==> src/rtl/line_fetch_sequencer.sv <==
// Walks the character ROM for one mapped line and streams each pair as a beat.
// A two-entry buffer plus one in-flight read absorbs ROM latency and stalls.
module line_fetch_sequencer #(
   parameter int FIFO_DEPTH = 2
) (
   input  logic        clk,
   input  logic        rst,
   input  logic        req_valid,
   output logic        req_ready,
   input  logic [7:0]  req_line,
   output logic [7:0]  map_line,
   input  logic [15:0] map_ptr,
   output logic [7:0]  mem_addr,
   input  logic [15:0] mem_dout,
   output logic        out_valid,
   input  logic        out_ready,
   output logic [7:0]  out_lhs,
   output logic [7:0]  out_rhs,
   output logic [7:0]  out_index,
   output logic        out_last,
   output logic        busy,
   output logic        done
);

   localparam logic [1:0] IDLE   = 2'd0;
   localparam logic [1:0] LOOKUP = 2'd1;
   localparam logic [1:0] FETCH  = 2'd2;
   localparam logic [1:0] DRAIN  = 2'd3;

   localparam logic [1:0] DEPTH = 2'(FIFO_DEPTH);

   logic [1:0]  state;
   logic [1:0]  state_nx;
   logic [7:0]  line_q;
   logic [7:0]  len_q;
   logic [7:0]  remaining;
   logic [7:0]  issue_addr;
   logic [7:0]  beat_cnt;
   logic        inflight;
   logic        done_q;
   logic [15:0] fifo_data [2];
   logic [7:0]  fifo_idx [2];
   logic        fifo_last [2];
   logic        wr_ptr;
   logic        rd_ptr;
   logic [1:0]  fifo_count;
   logic [1:0]  occ;
   logic        pop;
   logic        issue;
   logic        drain_done;

   assign pop = out_valid & out_ready;
   assign occ = fifo_count + {1'b0, inflight};

   // The in-flight read lands this cycle, so credit is counted after the pop.
   assign issue = (state == FETCH) && (remaining != 8'd0)
                  && (occ < DEPTH + {1'b0, pop});

   assign drain_done = !inflight && (fifo_count == {1'b0, pop});

   always_comb begin
      state_nx = state;
      unique case (state)
         IDLE:
            if (req_valid) state_nx = LOOKUP;
         LOOKUP:
            state_nx = (map_ptr[15:8] == 8'd0) ? IDLE : FETCH;
         FETCH:
            if (issue && remaining == 8'd1) state_nx = DRAIN;
         DRAIN:
            if (drain_done) state_nx = IDLE;
      endcase
   end

   always_ff @(posedge clk or posedge rst) begin
      if (rst) begin
         state      <= IDLE;
         line_q     <= 8'd0;
         len_q      <= 8'd0;
         remaining  <= 8'd0;
         issue_addr <= 8'd0;
         beat_cnt   <= 8'd0;
         inflight   <= 1'b0;
         done_q     <= 1'b0;
         wr_ptr     <= 1'b0;
         rd_ptr     <= 1'b0;
         fifo_count <= 2'd0;
         for (int i = 0; i < 2; i++) begin
            fifo_data[i] <= 16'd0;
            fifo_idx[i]  <= 8'd0;
            fifo_last[i] <= 1'b0;
         end
      end else begin
         state  <= state_nx;
         done_q <= 1'b0;
         if (state == IDLE && req_valid) line_q <= req_line;
         if (state == LOOKUP) begin
            len_q      <= map_ptr[15:8];
            remaining  <= map_ptr[15:8];
            issue_addr <= map_ptr[7:0];
            beat_cnt   <= 8'd0;
            if (map_ptr[15:8] == 8'd0) done_q <= 1'b1;
         end
         if (state == DRAIN && drain_done) done_q <= 1'b1;
         if (issue) begin
            issue_addr <= issue_addr + 8'd1;
            remaining  <= remaining - 8'd1;
         end
         inflight <= issue;
         if (inflight) begin
            fifo_data[wr_ptr] <= mem_dout;
            fifo_idx[wr_ptr]  <= beat_cnt;
            fifo_last[wr_ptr] <= (beat_cnt == len_q - 8'd1);
            wr_ptr            <= ~wr_ptr;
            beat_cnt          <= beat_cnt + 8'd1;
         end
         if (pop) rd_ptr <= ~rd_ptr;
         fifo_count <= fifo_count + {1'b0, inflight} - {1'b0, pop};
      end
   end

   assign req_ready = (state == IDLE);
   assign busy      = (state != IDLE);
   assign done      = done_q;
   assign map_line  = line_q;
   assign mem_addr  = issue ? issue_addr : 8'hFF;
   assign out_valid = (fifo_count != 2'd0);
   assign out_lhs   = fifo_data[rd_ptr][15:8];
   assign out_rhs   = fifo_data[rd_ptr][7:0];
   assign out_index = fifo_idx[rd_ptr];
   assign out_last  = fifo_last[rd_ptr];

endmodule

==> config.mk <==
export PLATFORM = sky130hd
export DESIGN_NAME = line_fetch_sequencer
export DESIGN_NICKNAME = d
export VERILOG_FILES = /design/src/rtl/line_fetch_sequencer.sv
export SDC_FILE = /design/constraint.sdc
export NUM_CORES = 1
export LEC_CHECK = 0
export BUFFER_PORTS_ARGS = -buffer_cell sky130_fd_sc_hd__clkbuf_2
export CAP_MARGIN = 30
export CORE_MARGIN = 2
export CORE_UTILIZATION = 35
export DETAILED_ROUTE_END_ITERATION = 7
export PLACE_DENSITY_LB_ADDON = 0.2
export SLEW_MARGIN = 20
export SYNTH_ARGS = -nofsm -noshare
export SYNTH_HDL_FRONTEND = slang
export SYNTH_SLANG_ARGS = --single-unit
export TNS_END_PERCENT = 5
==> constraint.sdc <==
create_clock -name clk -period 3.3 [get_ports clk]
set_clock_uncertainty 0.05 [all_clocks]
set_input_delay 0.33 -clock clk [delete_from_list [all_inputs] [get_ports clk]]
set_output_delay 0.33 -clock clk [all_outputs]
set_load 0.005 [all_outputs]
# Word-level counts from Yosys, hierarchy flattened
# Cells that the tools add are included.
# totals
regBits,98
inputBits,44
output_inout_bits,45
elab_cells,91
# op_classes
addsub,7
magnitude_cmp,4
eq_ne,9
muxes,33
bitwise,5
n_reduce_logical,16
# op_table
operator,n
$mux W8,11
$mux W16,4
$bwmux W32,1
$add A8 B1 Y8 const B,2
$bwmux W16,1
$demux W16 S1,1
$sub A8 B1 Y8 const B,2
$demux W8 S1,1
$eq A8 B1 Y1 const B,1
$eq A8 B8 Y1,1
$logic_not A8 Y1,1
$mux W2,4
$pmux W2 S4,1
$reduce_bool A2 Y1,4
$reduce_bool A8 Y1,1
$logic_and A1 B1 Y1,7
$mux W1,7
$eq A2 B2 Y1 const B,2
$ge A2 B2 Y1 const B,2
$ne A2 B2 Y1 const B,2
$not A1 Y2,2
$reduce_and A3 Y1,1
$add A2 B1 Y2,1
$add A2 B1 Y2 const A,1
other kinds (12),13

# Logic depth before layout (Yosys ltp)
# Gate-level depths: netlist (run 1).
# depth
ltp_word,8
ltp_mapped,12
mapped_depth_nobuf,11

# Least setup slack after synthesis (run 1)
# No wires, ideal clock.
# synth_path
path_type,reg-to-reg
start,register inflight
end,register remaining[3]
setup_ns,0.120
t_arrival_ns,2.218
required_ns,3.130
path_slack_ns,0.912
stages_incl_launch_ff,11
path_buffers,1
period_less_slack_ns,2.388
cell_sequence,dfrtp_1 ha_1 inv_1 ha_1 inv_1 ha_1 nor3b_4 o21ai_2 buf_6 or4_4 a31o_1
# synth_via
elab_chain_cells,4
elab_cells_between_ends,5
cone_classes,add/sub (1); order compare (1); mux (1); reduce/logical (2)
# synth_lines
item,line_no,source
"start, declared",39,logic inflight;
"start signal, assigned",109,inflight <= issue;
$add A2 B1 Y2 *,53,"assign occ = fifo_count + {1'b0, inflight};"
$lt A2 B2 Y1 *,57,"&& (occ < DEPTH + {1'b0, pop});"
$logic_and A1 B1 Y1 *,57,
$mux W8 / $reduce_bool A2 Y1 (equally long branches),n/a,
"end signal, assigned",99,remaining <= map_ptr[15:8];
"end signal, assigned",107,remaining <= remaining - 8'd1;
"end, declared",36,logic [7:0] remaining;
# Every way passes the cells marked *; elsewhere a longest branch is shown, timed or not.
# A chain may end at the register's enable or synchronous reset.

# Worst setup path after layout (run 1)
# layout_path
start,register inflight
end,output mem_addr[5]
# layout_via
elab_chain_cells,4
# layout_lines
item,line_no,source
$add A2 B1 Y2,53,
$lt A2 B2 Y1,57,
$logic_and A1 B1 Y1,57,
$mux W8,126,assign mem_addr = issue ? issue_addr : 8'hFF;
"end, declared",13,"output logic [7:0] mem_addr,"
# No other way between the ends.

==> metrics.csv, run 1 <==
metric;value;unit
status;complete, but fails checks;
violations;negative hold slack;
arrival;2.66;ns
fin_util;42.5;%
cts-buffers-inserted;9;
antenna_left;0;
antenna_cells;0;
cp-end-kind;output pin;
setup_tns;0;ns
clkLatencyLatePin;0.34;ns
slew_headroom;53.7;%
max-vdd-ir-drop;343;uV
grt_max_degree;48;
whs;-0.00682;ns
cap_violations;0;
drt_wl_total;9.82;mm
globalRouteMet1Util;18.4;%
final.period_utilization;92.2;%
dieHeight;121;um
clock_sinks;98;
synth_area_per_cell;11.5;um^2
critPathRequiredTime;2.92;ns
vias;3393;
grt_usage;14.2;%
synth.area.top_cells;dfrtp_1 (51%), mux2_2 (19%), nand2_1 (3.7%);
power.density;976;mW/mm^2
crit_type;reg2out;
antenna_found_initial;0;
core;0.0133;mm^2
synth.distinct_cells;51;
setup_violations;0;
synth-seq-cells;98;
cts_hold_buf;0;
yosysWarnings;0;
root_buffer;clkbuf_16;
avgViaCountPerCell;5.00;
synth_top_area_cell;dfrtp_1;
r2r-start;inflight$_DFF_PP0_;
worstMarginPinSlew;0.695;ns
fmax;329;MHz
grt.met2_usage;23.3;%
gp_congestion;0.794;
syn_to_final_growth;18.2;%
netlist_area;0.00478;mm^2
finalNonFillerCells;679;
place_area;0.00537;mm^2
synth_top_area_share;51.3;%
synth_cells;415;
cts_tree;done;
io_buffers;88;
cp-start-kind;register;
drtPass1Iterations;4;
grt_first_pass_wirelength;16.3;mm
synth.most_common_cell;dfrtp_1;
setup_ws;0.258;ns
wl_per_cell;14.5;um
use_met3;2.54;%
place_inst;664;
p_leak;2.62;nW
cts.clk_slew.worst_paths;0.06;ns
overflow;0;
rsz0062_at_grt;false;
die_area;0.0146;mm^2
drcViolationCount;0;
floorplan.initialDensity;36.0;%
layout_min_cycle_time;3.04;ns
slew_violations;0;
clockBufferDepth;2;
ys.flop_type;dfrtp_1;
nFillCells;1288;
drt_iter0_drc;82;
grt_pass1_vias;3356;
cp-startpoint;inflight$_DFF_PP0_;
synthArstFlopShare;100;%
synth-edff-count;0;
nNetsFinal;551;
htree_levels;3;
ys_seq_area_share;51.3;%
pre_cts_slack;0.456;ns
dp_hpwl;6.95;mm
synth_nets;467;
layout-drive-gt1-share;40.4;%
synth_common_cells;dfrtp_1 (98), mux2_2 (82), nand2_1 (47);
fin_area;0.00565;mm^2
die_x;121;um
num_rows;42;
cp_max_fo;20;
io_pins;89;
grt.busiest_layer;met2;
hold_viol_final;5;
hold_path_class;in2async;
flip-flops by register name (all words and copies together) (netlist names), 2 cells and up, named ones only:
| name | count |
|---|---|
| fifo_count | 2 |
| map_line | 8 |
| fifo_data | 32 |
| fifo_last | 2 |
| issue_addr | 8 |
| beat_cnt | 8 |
| remaining | 8 |
| fifo_idx | 16 |
| len_q | 8 |
final timing paths:
check / end / slack (ns) / cells after the start
setup / recovery: mem_addr[5] / 0.26 / 10
hold / removal: fifo_count[0]$_DFF_PP0_ / -0.007 / 2
setup reg to reg: issue_addr[5]$_DFFE_PP0P_ / 0.72 / 10
hold reg to reg: wr_ptr$_DFFE_PP0P_ / 0.43 / 1
max in group asynchronous: fifo_data[4]$_DFFE_PP0P_ / 2.39 / 3
min in group clk: issue_addr[0]$_DFFE_PP0P_ / 0.15 / 3
power by group:
| group | total (mW) | switching [mW] | internal [mW] |
|---|---|---|---|
| clock network | 0.973 | 0.426 | 0.547 |
| logic | 2.46 | 1.20 | 1.27 |
| registers | 2.08 | 0.364 | 1.72 |
repair_timing:
item / 4_1_cts / 5_1_grt
setup endpoints to repair: 0 / 6
hold endpoints to repair: 0 / 0
setup buffers: 0 / 0
gates resized for setup: 0 / 1
stage by stage:
step | hold WS (ns) | power [mW]
finish | -0.00682 | 5.52
global route | 0.0475 | 5.99
CTS | 0.0146 | 5.60
detailed placement | 0.389 | 4.59
global placement | 0.383 | 4.50
floorplan | 0.385 | 3.90
kinds of logic (layout without fill, tap and decap cells):
logic type	count (synthesis)	after routing	share of synthesized area [%]
AO/OA/AOI/OAI	62	62	8.64
XOR/XNOR	13	13	2.38
adder cells (fa/ha/maj)	8	8	2.09
buffers and inverters	39	127	3.98
flip-flops	98	98	51.3
multiplexers	82	82	19.3
AND/OR/NAND/NOR	113	113	12.3
critical path: stages (launching register included):
cell and delay [ns]:
dfrtp_1 0.40, ha_1 0.29, inv_1 0.06, ha_1 0.13
inv_1 0.04, ha_1 0.22, nor3b_4 0.31, o21ai_4 0.22
inv_2 0.26, or2b_1 0.28, clkbuf_2 0.12
cell usage in the layout (no fill, tap or decap), types with 5 or more instances in the layout:
cell / instances
o21ai_0: 18
ha_1: 8
xnor2_1: 8
xor2_1: 5
mux2_2: 82
buf_4: 7
dfrtp_1: 98
inv_1: 15
o211ai_1: 9
clkbuf_16: 9
clkbuf_2: 88
nor4_1: 5
o21ai_1: 6
nor2_1: 14
nand2_1: 47
nor2b_1: 5
nand3_1: 9
nand2b_1: 8
final cells by class:
cell class / count / area (um^2) / share of cell area [%]
clock inverter: 2 / 12.5 / 0.221
timing repair buffer: 95 / 493 / 8.72
clock buffer: 13 / 260 / 4.61
tap: 176 / 220 / 3.90
inverter: 17 / 66.3 / 1.17
sequential: 98 / 2450 / 43.4
multi-input combinational: 278 / 2150 / 38.0
layer usage:
layer / part of all wire (%) / vias to the layer above
met5: 0 / -
met3: 4.8 / 12
met1: 46 / 1654
li1: - / 1633
met4: 1.8 / 0
met2: 47 / 94
(Power assumes the default switching activity.)
==> inputs of run 2 (changes only) <==
--- a/config.mk
+++ b/config.mk
@@ -7,6 +7,7 @@
 export LEC_CHECK = 0
 export BUFFER_PORTS_ARGS = -buffer_cell sky130_fd_sc_hd__clkbuf_2
 export CAP_MARGIN = 30
+export CORE_ASPECT_RATIO = 2
 export CORE_MARGIN = 2
 export CORE_UTILIZATION = 35
 export DETAILED_ROUTE_END_ITERATION = 7
==> run 2 against run 1 <==
  * The run now ends clean
  * Critical path type unchanged
  * First-iteration DRC count rose by 23%
  * Count of clock-buffer cells in the layout fell by 3
  * Highest routed layer unchanged
  * Non-clock buffer count did not move
  * Die area rose by 0.38%
  * Register-to-register slack improved by 0.09 ns
  * Design area rose by 0.13%
  * Largest cell class unchanged
==> metrics.csv, run 2 (same netlist as run 1, synthesis figures left out) <==
metric;value;unit;change
status;complete, no violations;;was complete, but fails checks
layout_min_cycle_time;2.82;ns;was 3.04 ns
layout-drive-gt1-share;40.8;%;was 40.4%
crit_chain;ha_1, inv_1, ha_1, inv_1, ha_1, nor3b_4, o21ai_2, inv_2, or2b_1, clkbuf_2;;was ha_1, inv_1, ha_1, inv_1, ha_1, nor3b_4, o21ai_4, inv_2, or2b_1, clkbuf_2
antenna_left;0;;unchanged
arrival;2.44;ns;was 2.66 ns
fmax;354;MHz;was 329 MHz
grt_usage;15.0;%;was 14.2%
largest_reg_flops;32;;unchanged
io_pins;89;;unchanged
drt_iter0_drc;101;;was 82
drt_wl_total;10.3;mm;was 9.82 mm
grt_max_degree;62;;was 48
power.density;995;mW/mm^2;was 976 mW/mm^2
clock_sinks;98;;unchanged
dieHeight;169;um;was 121 um
core;0.0134;mm^2;was 0.0133 mm^2
drcViolationCount;0;;unchanged
drtPass1Iterations;4;;unchanged
crit_path_max_incr_delay;0.38;ns;was 0.40 ns
p_sw_share;36.0;%;about the same
avgViaCountPerCell;5.19;;was 5.00
die_area;0.0147;mm^2;was 0.0146 mm^2
nNetsFinal;551;;unchanged
grt_pass1_vias;3619;;was 3356
floorplan.initialDensity;35.6;%;was 36.0%
r2r_setup_slack;0.81;ns;was 0.72 ns
netSwitchingPower;2.03;mW;was 1.99 mW
mostFrequentLayoutCells;dfrtp_1 (98), clkbuf_2 (88), mux2_2 (82);;unchanged
vias;3415;;was 3393
cts.clk_slew.worst_paths;0.07;ns;was 0.06 ns
clockBufferDepth;2;;unchanged
cp-start-kind;register;;unchanged
slew_headroom;47.2;%;was 53.7%
setup_tns;0;ns;unchanged
cts_resized;0;;unchanged
num_rows;60;;was 42
r2r-start;inflight$_DFF_PP0_;;unchanged
overflow;0;;unchanged
p_leak;2.63;nW;was 2.62 nW
cp_max_fo;11;;was 20
seqPwrFrac;37.3;%;was 37.7%
slew_violations;0;;unchanged
worstMarginPinSlew;0.792;ns;was 0.695 ns
final.period_utilization;85.6;%;was 92.2%
syn_to_final_growth;18.3;%;was 18.2%
wl_per_cell;15.7;um;was 14.5 um
clkLatencyLatePin;0.34;ns;about the same
whs;0.0745;ns;was -0.00682 ns
cp-end-kind;output pin;;unchanged
hold_viol_final;0;;was 5
grt_first_pass_wirelength;17.3;mm;was 16.3 mm
clkPwrFrac;18.8;%;was 17.6%
final_common_cell;dfrtp_1;;unchanged
crit_type;reg2out;;unchanged
place_inst;643;;was 664
cts-buffers-inserted;9;;unchanged
cts_tree;done;;unchanged
cts_hold_buf;0;;unchanged
setup_violations;0;;unchanged
finalNonFillerCells;658;;was 679
internal-power;3.61;mW;was 3.53 mW
post-cts-setup-buffers;0;;unchanged
hold_path_class;in2async;;unchanged
antenna_cells;0;;unchanged
htree_levels;3;;unchanged
dp_hpwl;7.57;mm;was 6.95 mm
die_x;86.6;um;was 121 um
rr_endpoint;remaining[3]$_DFFE_PP0P_;;was issue_addr[5]$_DFFE_PP0P_
gp_congestion;0.813;;was 0.794
p_comb_share;43.9;%;was 44.7%
reg2reg_depth;10;;unchanged
io_buffers;88;;unchanged
rsz0062_at_grt;false;;unchanged
cap_violations;0;;unchanged
antenna_found_initial;0;;unchanged
root_buffer;clkbuf_16;;unchanged
cp-startpoint;inflight$_DFF_PP0_;;unchanged
slowest_stage;dfrtp_1;;unchanged
critPathRequiredTime;2.92;ns;about the same
largest-register;fifo_data;;unchanged
max-vdd-ir-drop;482;uV;was 343 uV
reg_top3;fifo_data (32), fifo_idx (16);;unchanged
crit_top_cell;ha_1;;unchanged
run 2: cell types whose count changed in the layout (fill, tap and decap cells not counted), sizes merged:
cell,delta
bufinv,+1
clkbuf,-3
clkinv,-1
clkinvlp,+1
inv,+2
run 2: worst max-delay path: cells and delay by family, from the launching register on:
kind                     cells  cell delay, ns
AND/OR/NAND/NOR              2            0.53
adder cells (fa/ha/maj)      3            0.64
flip-flops                   1            0.38
AO/OA/AOI/OAI                1            0.10
buffers and inverters        4            0.45
run 2: metal layers:
layer | GRT usage (%) | wire (um)
met1 | 16.8 | 4050
met2 | 27.4 | 5720
met3 | 2.48 | 286
met4 | 6.32 | 246
met5 | 0 | 0
run 2: worst max-delay path by stage:
stage                     cells past startpoint  slack [ns]                         end
after floorplan                               1        0.36  asynchronous set/reset pin
after global placement                       10        0.83    remaining[3]$_DFFE_PP0P_
after detailed placement                     10        0.81    remaining[3]$_DFFE_PP0P_
after CTS                                    10        0.44                 mem_addr[5]
after global routing                         10        0.33                 mem_addr[5]
final                                        10        0.48                 mem_addr[5]
run 2: power groups by stage:
stage / clock (mW) / sequential, mW / combinational [mW]
4_1_cts: 1.11 / 2.11 / 2.54
6_report: 1.06 / 2.10 / 2.47
5_1_grt: 1.15 / 2.18 / 2.77
3_3_place_gp: 0 / 2.10 / 2.46
3_5_place_dp: 0 / 2.13 / 2.53
2_1_floorplan: 0 / 1.99 / 1.91
run 2: metrics by stage:
step	util, %	worst slack (ns)	area [um^2]	total power [mW]
global placement	39.9	0.833	5360	4.56
floorplan	-	0.358	4780	3.90
CTS	42.1	0.443	5660	5.75
global route	42.1	0.326	5660	6.11
detailed placement	39.9	0.807	5360	4.65
finish	42.1	0.476	5660	5.63
run 2: final cells by class:
class,instances,area (um^2)
Clock buffer,10,239
Clock inverter,5,62.6
Fill cell,1321,7780
Inverter,17,66.3
Multi-Input combinational cell,278,2140
Sequential cell,98,2450
Tap cell,155,194
Timing Repair Buffer,95,505
